`config.mk`:
```
export PLATFORM = sky130hd
export DESIGN_NAME = ni_read_scheduler
export DESIGN_NICKNAME = d
export VERILOG_FILES = /design/src/rtl/ni_read_scheduler.sv
export SDC_FILE = /design/constraint.sdc
export NUM_CORES = 1
export LEC_CHECK = 0
export CORE_ASPECT_RATIO = 1.5
export CORE_MARGIN = 2
export CORE_UTILIZATION = 37
export DETAILED_ROUTE_END_ITERATION = 10
export PLACE_DENSITY = 0.83
export SYNTH_ARGS = -nofsm -noshare
export SYNTH_HDL_FRONTEND = slang
export SYNTH_SLANG_ARGS = --single-unit
```
`constraint.sdc`:
```
create_clock -name clk -period 4.98 [get_ports clk]
set_input_delay 0.747 -clock clk [delete_from_list [all_inputs] [get_ports clk]]
set_output_delay 0.747 -clock clk [all_outputs]
set_load 0.05 [all_outputs]
```
`src/rtl/ni_read_scheduler.sv`:
```
`default_nettype none
// ni_read_scheduler: round-robin read controller draining the per-app NI FIFO bank into one core stream.
// Rev 1.0
module ni_read_scheduler #(
  parameter int DATA_WIDTH  = 16,
  parameter int APP_ID_BITS = 2,
  parameter int BURST_MAX   = 4,
  parameter int CNT_BITS    = 4
) (
  input  logic                       clk,
  input  logic                       reset,
  input  logic                       ON,
  input  logic [2**APP_ID_BITS-1:0]  app_enable,
  input  logic                       ni_empty,
  input  logic [DATA_WIDTH-1:0]      ni_read_data,
  output logic [APP_ID_BITS-1:0]     ni_DEMUX,
  output logic                       ni_rdEn,
  input  logic                       core_ready,
  output logic                       core_valid,
  output logic [DATA_WIDTH-1:0]      core_data,
  output logic [APP_ID_BITS-1:0]     core_app_id,
  output logic                       busy
);

  localparam logic [1:0] IDLE  = 2'd0;
  localparam logic [1:0] SCAN  = 2'd1;
  localparam logic [1:0] READ  = 2'd2;
  localparam logic [1:0] DRAIN = 2'd3;

  localparam logic [CNT_BITS-1:0] BURST_LIM = CNT_BITS'(BURST_MAX);

  logic [1:0]             state, state_next;
  logic [APP_ID_BITS-1:0] ptr, ptr_next;
  logic [CNT_BITS-1:0]    cnt, cnt_next;
  logic                   valid_q;
  logic [APP_ID_BITS-1:0] app_id_q;

  always_ff @(posedge clk) begin
    if (reset) begin
      state    <= IDLE;
      ptr      <= '0;
      cnt      <= '0;
      valid_q  <= 1'b0;
      app_id_q <= '0;
    end else begin
      state    <= state_next;
      ptr      <= ptr_next;
      cnt      <= cnt_next;
      valid_q  <= ni_rdEn;
      app_id_q <= ptr;
    end
  end

  always_comb begin
    state_next = state;
    ptr_next   = ptr;
    cnt_next   = cnt;
    case (state)
      IDLE: begin
        if (ON && (app_enable != '0))
          state_next = SCAN;
      end
      SCAN: begin
        if (!ON)
          state_next = IDLE;
        else if (app_enable[ptr] && !ni_empty) begin
          state_next = READ;
          cnt_next   = '0;
        end else if (app_enable == '0)
          state_next = IDLE;
        else
          ptr_next = ptr + 1'b1;
      end
      READ: begin
        // A read issued last cycle still returns data; DRAIN keeps DEMUX stable for it.
        if (!ON)
          state_next = valid_q ? DRAIN : IDLE;
        else if (ni_rdEn) begin
          cnt_next = cnt + 1'b1;
          if (cnt_next == BURST_LIM)
            state_next = DRAIN;
        end else if (ni_empty || !app_enable[ptr] || (cnt >= BURST_LIM))
          state_next = DRAIN;
      end
      DRAIN: begin
        ptr_next   = ptr + 1'b1;
        state_next = ON ? SCAN : IDLE;
      end
      default: state_next = IDLE;
    endcase
  end

  always_comb begin
    ni_rdEn = (state == READ) && ON && core_ready && !ni_empty &&
              app_enable[ptr] && (cnt < BURST_LIM);
    busy    = (state != IDLE);
  end

  assign ni_DEMUX    = ptr;
  assign core_valid  = valid_q;
  assign core_app_id = app_id_q;
  assign core_data   = valid_q ? ni_read_data : '0;

endmodule
`default_nettype wire

```
==> flow_summary_export.csv, run 1 <==
group,metric,value,unit
status,status,"finished clean",
yosys,ys_top_cells_by_count,"and2_1 (16), dfxtp_1 (11), a21oi_1 (7), nor2_1 (6)",
floorplan,initial_utilization,0.3944,
grt,grt_pass1_wl,3305,um
clocking,cts-root-buf,"clkbuf_4",
clocking,cts_tree,"built",
routing,drc,0,
sta,totalNegativeSetupSlack,0,ps
yosys,synth_ff_type,"dfxtp_1",
routing,drt-total-wl,1988,um
critical_path,path_buf_inv,3,
clocking,htree_levels,1,
power,internal-power,152.5,uW
sta,final_hold_viol_count,0,
placement,portBuffers,47,
critical_path,cpPeakStageDelay,690,ps
routing,drt_iter0_markers,6,
sta,fin_skew,4.297,ps
sta,fin_crit_sh,0.6767,
critical_path,cp-start-kind,"input port",
power,pwr-share-seq,0.451,
clocking,cts_buffers,3,
placement,dpl_cell_area,1211,um2
routing,wire_per_inst,12.74,um
final_layout,multi_input_area,483.0,um2
routing,postRouteAntennaNets,0,
final_layout,stdcell_area,1237,um2
final_layout,num_antenna_cells,0,
worst_hold_path,hp-class,"reg -> reg",
floorplan,io_pins,48,
floorplan,num_rows,19,
critical_path,end_kind,"output pin",
floorplan,die_area,2328,um2
yosys,yosys.area.top_type_share,0.3050,
critical_path,critPathTopFamily,"buffers and inverters",
critical_path,crit_path_frequent_cell,"clkdlybuf4s50_1",
power,power.density,171.5,nW/um2
routing,drtPass1Iterations,4,
critical_path,crit_chain,"clkdlybuf4s50_1 > mux4_2 > nand4_1 > inv_1 > clkdlybuf4s50_1",
critical_path,cp_max_fo,5,
yosys,ys_ff_latch,11,
grt,track_usage,0.2018,
yosys,synth_area_leaders,"dfxtp_1 (31%), and2_1 (14%), a21oi_1 (4.9%), ha_1 (3.5%), nor2b_1 (3.5%)",
final_layout,register_area,220.2,um2
grt,overflow,0,
sta,timing.final.crit_period,3370,ps
yosys,syn_inst,86,
yosys,async_flop_share,0,
power,swShare,0.2812,
final_layout,num-fill-cells,154,
floorplan,dieWidth,40.07,um
yosys,synth.distinct_cells,34,
critical_path,path_class,"in -> out",
sta,tightest_slew,508.4,ps
routing,num_vias,789,
power,power.switching,59.66,uW
flow_run,cap_viol_max_count,0,
clocking,cts.sinks,11,
yosys,ys_seq_area_frac,0.3050,
yosys,synth-edff-count,0,
yosys,yosysWarnings,0,
final_layout,area_delta_synth_final,71.40,%
yosys,synth.most_common_cell,"and2_1",
clocking,post-cts-setup-buffers,0,
sta,holdWs,523.9,ps
clocking,path_clk_slew,70,ps
power,ir_drop,0.1542,mV
yosys,synth_fp_nets,113,
grt,grt_start_max_net_pins,20,
clocking,hold_buffers,0,
sta,drv_slew,0,
power,combPwrFrac,0.265,
yosys,netlist_area,721.9,um2
sta,grt_setup_unrepaired,"false",
grt,antenna_found_initial,0,
critical_path,arrival,2620,ps
power,p_clk_frac,0.284,
placement,hpwl,1629,um
final_layout,drive_above_1_share,0.05926,
yosys,avgSynthCellArea,8.395,um2
grt,grt_pass1_vias,716,
clocking,ctsResizeCount,0,
floorplan,core_area,1831,um2
sta,fmax,296.7,MHz
final_layout,nNetsFinal,163,
clocking,clk_path_buf_depth,2,
clocking,worstSkewPairLatency,270,ps
power,leakagePower,0.0004795,uW
floorplan,die_h,58.10,um
yosys,synth_top_cell_by_area,"dfxtp_1",
placement,place_congestion,0.7295,
critical_path,worstPathRequired,4230,ps
sta,relSlewSlack,0.6567,
routing,viasPerCell,5.058,
sta,setup_viol,0,
critical_path,crit_slowest_cell,"clkdlybuf4s50_1",
-- worst register-to-register path, cell delays in order, from the launching register on --
cell     delay (ps)
dfxtp_1         450
mux4_2          620
a21o_1          240
a21oi_1         160
mux2_1          320
-- worst paths after layout --
check / depth (start not counted) / startpoint / slack (ps) / to
worst max-delay path: 5 / app_enable[3] / 1610 / ni_rdEn
worst min register to register: 1 / cnt[3] / 520 / cnt[3]
worst max register to register: 4 / ni_DEMUX[0] / 3080 / ni_DEMUX[1]
worst min-delay path: 1 / cnt[3] / 520 / cnt[3]
-- cells by family after synthesis --
logic type	after synthesis	synth area share
mux	2	0.04679
compound gates	19	0.1820
flops	11	0.3050
buf+inv	5	0.02600
fa+ha+maj	2	0.03466
simple gates	47	0.4055
-- routing by layer --
| layer | part of all wire | vias up | GRT usage |
|---|---|---|---|
| met4 | 0.0045 | 0 | 0.05911 |
| met5 | 0 | - | 0 |
| met2 | 0.57 | 16 | 0.3456 |
| met3 | 0.029 | 2 | 0.03448 |
| met1 | 0.40 | 367 | 0.2440 |
| li1 | - | 404 | - |
-- power groups by stage --
stage	Combinational, uW	Clock [uW]	Sequential [uW]
2_1_floorplan	20.4	0	104
3_3_place_gp	55.0	0	97.6
3_5_place_dp	56.0	0	97.7
4_1_cts	56.3	61.8	95.7
5_1_grt	60.1	65.2	96.0
6_report	56.2	60.2	95.8
-- through the flow --
| stage | total power (uW) | instances | setup WS, ps | util |
|---|---|---|---|---|
| global placement | 152.6 | 152 | 1633 | 0.6617 |
| global route | 221.2 | 156 | 1509 | 0.6760 |
| detailed placement | 153.7 | 152 | 1613 | 0.6617 |
| finish | 212.2 | 156 | 1610 | 0.6760 |
| floorplan | 124.4 | 86 | 2537 | - |
| CTS | 213.8 | 156 | 1612 | 0.6760 |
-- cells in the final DEF, fill, tap and decap left out, types with 2 or more instances in the layout --
master,synthesis,final
o21ai_0,2,2
nand2b_1,3,3
inv_1,3,3
nand4_1,2,2
clkdlybuf4s50_1,0,47
o31ai_1,2,2
and2_1,16,16
a21oi_1,7,7
nor2b_1,4,4
nor2_1,6,6
clkbuf_4,0,3
nand2_1,4,4
ha_1,2,2
dfxtp_1,11,11
and3_1,2,2
-- registers in the layout, summed over array words and instances (netlist names) --
register,cells
cnt,4
core_app_id,2
core_valid,1
ni_DEMUX,2
state,2
-- layout make-up --
cell class / count / share of cell area
Multi-Input combinational cell: 70 / 0.3903
Timing Repair Buffer: 47 / 0.3802
Sequential cell: 11 / 0.1780
Clock buffer: 4 / 0.02123
Tap cell: 21 / 0.02123
Inverter: 3 / 0.009100
No activity file was read; power rests on OpenSTA's default activity.
==> run 2: changes to the inputs <==
Settings changed: CORE_UTILIZATION 37 to 31, PLACE_DENSITY 0.83 to 0.74.
Clock period 4.98 ns to 2.9 ns, I/O delays scaled along.
==> flow_summary_export.csv, run 2 (synthesized netlist as in run 1, its figures left out) <==
group,metric,value,unit
power,ir_drop,0.2927,mV
final_layout,final_cell_mix,"clkdlybuf4s50_1 (46), and2_1 (16), dfxtp_1 (11)",
routing,drt-total-wl,2118,um
routing,viasPerCell,5.184,
sta,fin_skew,1.689,ps
clocking,post-cts-setup-buffers,0,
critical_path,worstPathRequired,2470,ps
floorplan,dieWidth,43.40,um
sta,fin_crit_sh,0.7923,
floorplan,die_area,2739,um2
critical_path,crit_chain,"and2_1 > clkdlybuf4s50_1",
final_layout,num_antenna_cells,0,
placement,portBuffers,47,
routing,num_vias,819,
clocking,path_clk_slew,70,ps
final_layout,stdcell_area,1237,um2
routing,drtPass1Iterations,4,
floorplan,initial_utilization,0.3232,
floorplan,num_rows,21,
sta,grt_setup_unrepaired,"false",
sta,fmax,435.2,MHz
final_layout,multi_input_area,483.0,um2
critical_path,path_class,"reg -> out",
clocking,cts_buffers,3,
clocking,worstSkewPairLatency,270,ps
clocking,cts.sinks,11,
final_layout,register_area,220.2,um2
flow_run,cap_viol_max_count,0,
final_layout,final_common_cell,"clkdlybuf4s50_1",
routing,postRouteAntennaNets,0,
final_layout,regMostFlops,"cnt",
final_layout,drive_above_1_share,0.06667,
final_layout,nNetsFinal,163,
status,status,"finished clean",
sta,relSlewSlack,0.6454,
sta,drv_slew,0,
grt,grt_pass1_vias,782,
clocking,ctsResizeCount,0,
sta,timing.final.crit_period,2298,ps
floorplan,core_area,2233,um2
critical_path,end_kind,"output pin",
sta,totalNegativeSetupSlack,0,ps
clocking,hold_buffers,0,
sta,setup_viol,0,
critical_path,cp_max_fo,19,
floorplan,die_h,63.11,um
grt,antenna_found_initial,0,
power,leakagePower,0.0004816,uW
critical_path,cp-start-kind,"register",
clocking,cts-root-buf,"clkbuf_4",
routing,drc,0,
grt,grt_start_max_net_pins,20,
final_layout,area_delta_synth_final,71.40,%
final_layout,num-fill-cells,227,
sta,tightest_slew,525.1,ps
worst_hold_path,hp-class,"reg -> reg",
routing,wire_per_inst,13.41,um
critical_path,cpPeakStageDelay,810,ps
clocking,htree_levels,1,
power,power.density,297.3,nW/um2
critical_path,crit_slowest_cell,"clkdlybuf4s50_1",
grt,overflow,0,
placement,place_congestion,0.7302,
final_layout,largest_reg_flops,4,
placement,dpl_cell_area,1211,um2
grt,track_usage,0.1584,
clocking,cts_tree,"built",
floorplan,io_pins,48,
critical_path,arrival,1860,ps
clocking,clk_path_buf_depth,2,
placement,hpwl,1757,um
sta,final_hold_viol_count,0,
routing,drt_iter0_markers,13,
grt,grt_pass1_wl,3367,um
-- run 2: final timing paths --
check	startpoint	depth (start not counted)	slack, ps	to
worst max-delay path	core_valid	2	600	core_data[4]
worst min-delay path	cnt[2]	2	520	cnt[2]
worst max register to register	ni_DEMUX[0]	4	1000	ni_DEMUX[1]
worst min register to register	cnt[2]	2	520	cnt[2]
-- run 2: per-stage QoR --
step	util	worst slack (ps)	hold WS [ps]	power, uW	cells
final	0.5541	602.3	522.1	367.9	158
after global routing	0.5541	446.7	548.3	383.2	158
after CTS	0.5541	578.7	528.9	372.0	158
after detailed placement	0.5423	612.5	516.6	265.1	154
after global placement	0.5423	652.4	504.6	263.1	154
after floorplan	-	758.9	475.7	213.7	86
-- run 2: layer usage --
layer	vias up	track usage	share of wire
met5	-	0	0
met4	0	0.07576	0.025
met3	7	0.02292	0.036
met2	20	0.3022	0.58
met1	383	0.1570	0.35
li1	409	-	-
-- run 2: critical path, delay by kind of cell (launching register included) --
family | cells | cell delay, ps
buffers and inverters | 1 | 810
flip-flops | 1 | 590
AND/OR/NAND/NOR | 1 | 190
-- run 2: final cells by class --
class | instances | area share
Multi-Input combinational cell | 70 | 0.3903
Inverter | 3 | 0.009100
Clock buffer | 4 | 0.02123
Timing Repair Buffer | 47 | 0.3782
Sequential cell | 11 | 0.1780
Tap cell | 23 | 0.02326
-- run 2: power breakdown --
part           switching [uW]  internal, uW  total, uW
logic                    44.4          52.4       96.8
clock network            53.4          53.4        107
registers                7.97           156        164
total                     106           262        368
==> run 3: changes to the inputs <==
Settings changed: CORE_UTILIZATION 31 to 35, PLACE_DENSITY 0.74 to 0.79.
Clock period 2.9 ns to 2.23 ns, I/O delays scaled along.
==> flow_summary_export.csv, run 3 (synthesized netlist as in run 1, its figures left out) <==
group,metric,value,unit
status,status,"finished clean",
placement,hpwl,1793,um
final_layout,num_antenna_cells,0,
critical_path,cpPeakStageDelay,790,ps
critical_path,critPathTopFamily,"buffers and inverters",
clocking,ctsResizeCount,0,
clocking,worstSkewPairLatency,280,ps
grt,grt_pass1_vias,811,
final_layout,final_common_cell,"clkdlybuf4s50_1",
flow_run,cap_viol_max_count,0,
sta,timing.final.crit_period,2046,ps
floorplan,die_h,59.63,um
floorplan,dieWidth,41.08,um
final_layout,num-fill-cells,169,
sta,setup_viol,0,
clocking,cts.sinks,11,
routing,drc,0,
sta,relSlewSlack,0.6572,
sta,holdWs,518.3,ps
final_layout,area_delta_synth_final,69.84,%
critical_path,crit_chain,"or2_2 > clkdlybuf4s50_1",
sta,totalNegativeSetupSlack,0,ps
critical_path,arrival,1710,ps
final_layout,drive_above_1_share,0.2086,
power,total_power,488.7,uW
final_layout,nNetsFinal,167,
routing,num_vias,835,
final_layout,largest_reg_flops,4,
final_layout,register_area,220.2,um2
sta,grt_setup_unrepaired,"false",
routing,wire_per_inst,13.58,um
clocking,post-cts-setup-buffers,0,
floorplan,io_pins,48,
clocking,clk_path_buf_depth,2,
sta,fmax,488.9,MHz
critical_path,end_kind,"output pin",
critical_path,cp-start-kind,"register",
routing,postRouteAntennaNets,0,
grt,grt_start_max_net_pins,19,
critical_path,crit_slowest_cell,"clkdlybuf4s50_1",
floorplan,initial_utilization,0.3652,
grt,grt_pass1_wl,3387,um
critical_path,path_buf_inv,1,
critical_path,path_class,"reg -> out",
routing,viasPerCell,5.186,
clocking,cts_tree,"built",
sta,fin_ws,184.4,ps
critical_path,worstPathRequired,1900,ps
sta,fin_skew,6.075,ps
final_layout,multi_input_area,483.0,um2
clocking,hold_buffers,0,
routing,drtPass1Iterations,4,
final_layout,final_cell_mix,"clkdlybuf4s50_1 (30), buf_4 (21), and2_1 (16)",
grt,track_usage,0.2026,
floorplan,core_area,1977,um2
clocking,htree_levels,1,
clocking,path_clk_slew,70,ps
power,power.density,398.6,nW/um2
routing,drt_iter0_markers,13,
sta,final_hold_viol_count,0,
clocking,cts_buffers,3,
placement,place_congestion,0.7855,
floorplan,die_area,2449,um2
grt,overflow,0,
power,ir_drop,0.2572,mV
power,leakagePower,0.0005346,uW
final_layout,regMostFlops,"cnt",
sta,tightest_slew,512.5,ps
sta,fin_crit_sh,0.9173,
clocking,cts-root-buf,"clkbuf_4",
grt,antenna_found_initial,0,
critical_path,cp_max_fo,8,
floorplan,num_rows,20,
placement,dp_worst_setup_slack,139.9,ps
routing,drt-total-wl,2187,um
worst_hold_path,hp-class,"reg -> reg",
placement,portBuffers,47,
sta,drv_slew,0,
[run 3: cell types whose count changed in the layout (fill, tap and decap cells not counted), sizes merged]
cell	previous run	this run
buf	1	21
clkdlybuf4s50	46	30
[run 3: area by class of cell]
| cell class | count | area share |
|---|---|---|
| Multi-Input combinational cell | 70 | 0.3939 |
| Timing Repair Buffer | 51 | 0.3735 |
| Sequential cell | 11 | 0.1796 |
| Tap cell | 22 | 0.02245 |
| Clock buffer | 4 | 0.02143 |
| Inverter | 3 | 0.009184 |
[run 3: power by group]
part | internal (uW) | total [uW] | switching [uW]
Combinational | 73.6 | 134 | 60.9
Sequential | 203 | 214 | 10.6
Clock | 69.4 | 140 | 71.0
[run 3: path summary, 6_finish.rpt]
check	startpoint	endpoint	slack [ps]	cells past startpoint
setup / recovery	state[0]	busy	180	2
hold / removal	cnt[2]	cnt[2]	520	2
setup reg to reg	ni_DEMUX[0]	ni_DEMUX[1]	390	4
hold reg to reg	cnt[2]	cnt[2]	520	2
[run 3: stage by stage]
stage               area (um2)    util  std cells
floorplan                721.9       -         86
global placement          1200  0.6070        157
detailed placement        1200  0.6070        157
CTS                       1226  0.6203        161
global route              1226  0.6203        161
finish                    1226  0.6203        161
[run 3: metal layers]
metal,GRT usage,up-vias,wire length (um)
met5,0,-,0
met4,0.09048,0,34
met3,0.02632,4,202
met2,0.3906,39,1202
met1,0.1874,380,747
li1,-,412,-
[run 3: worst reg2reg max path, delay by kind of cell (launching register included)]
family | cells | cell delay (ps)
flip-flops | 1 | 460
multiplexers | 2 | 890
AO/OA/AOI/OAI | 2 | 380
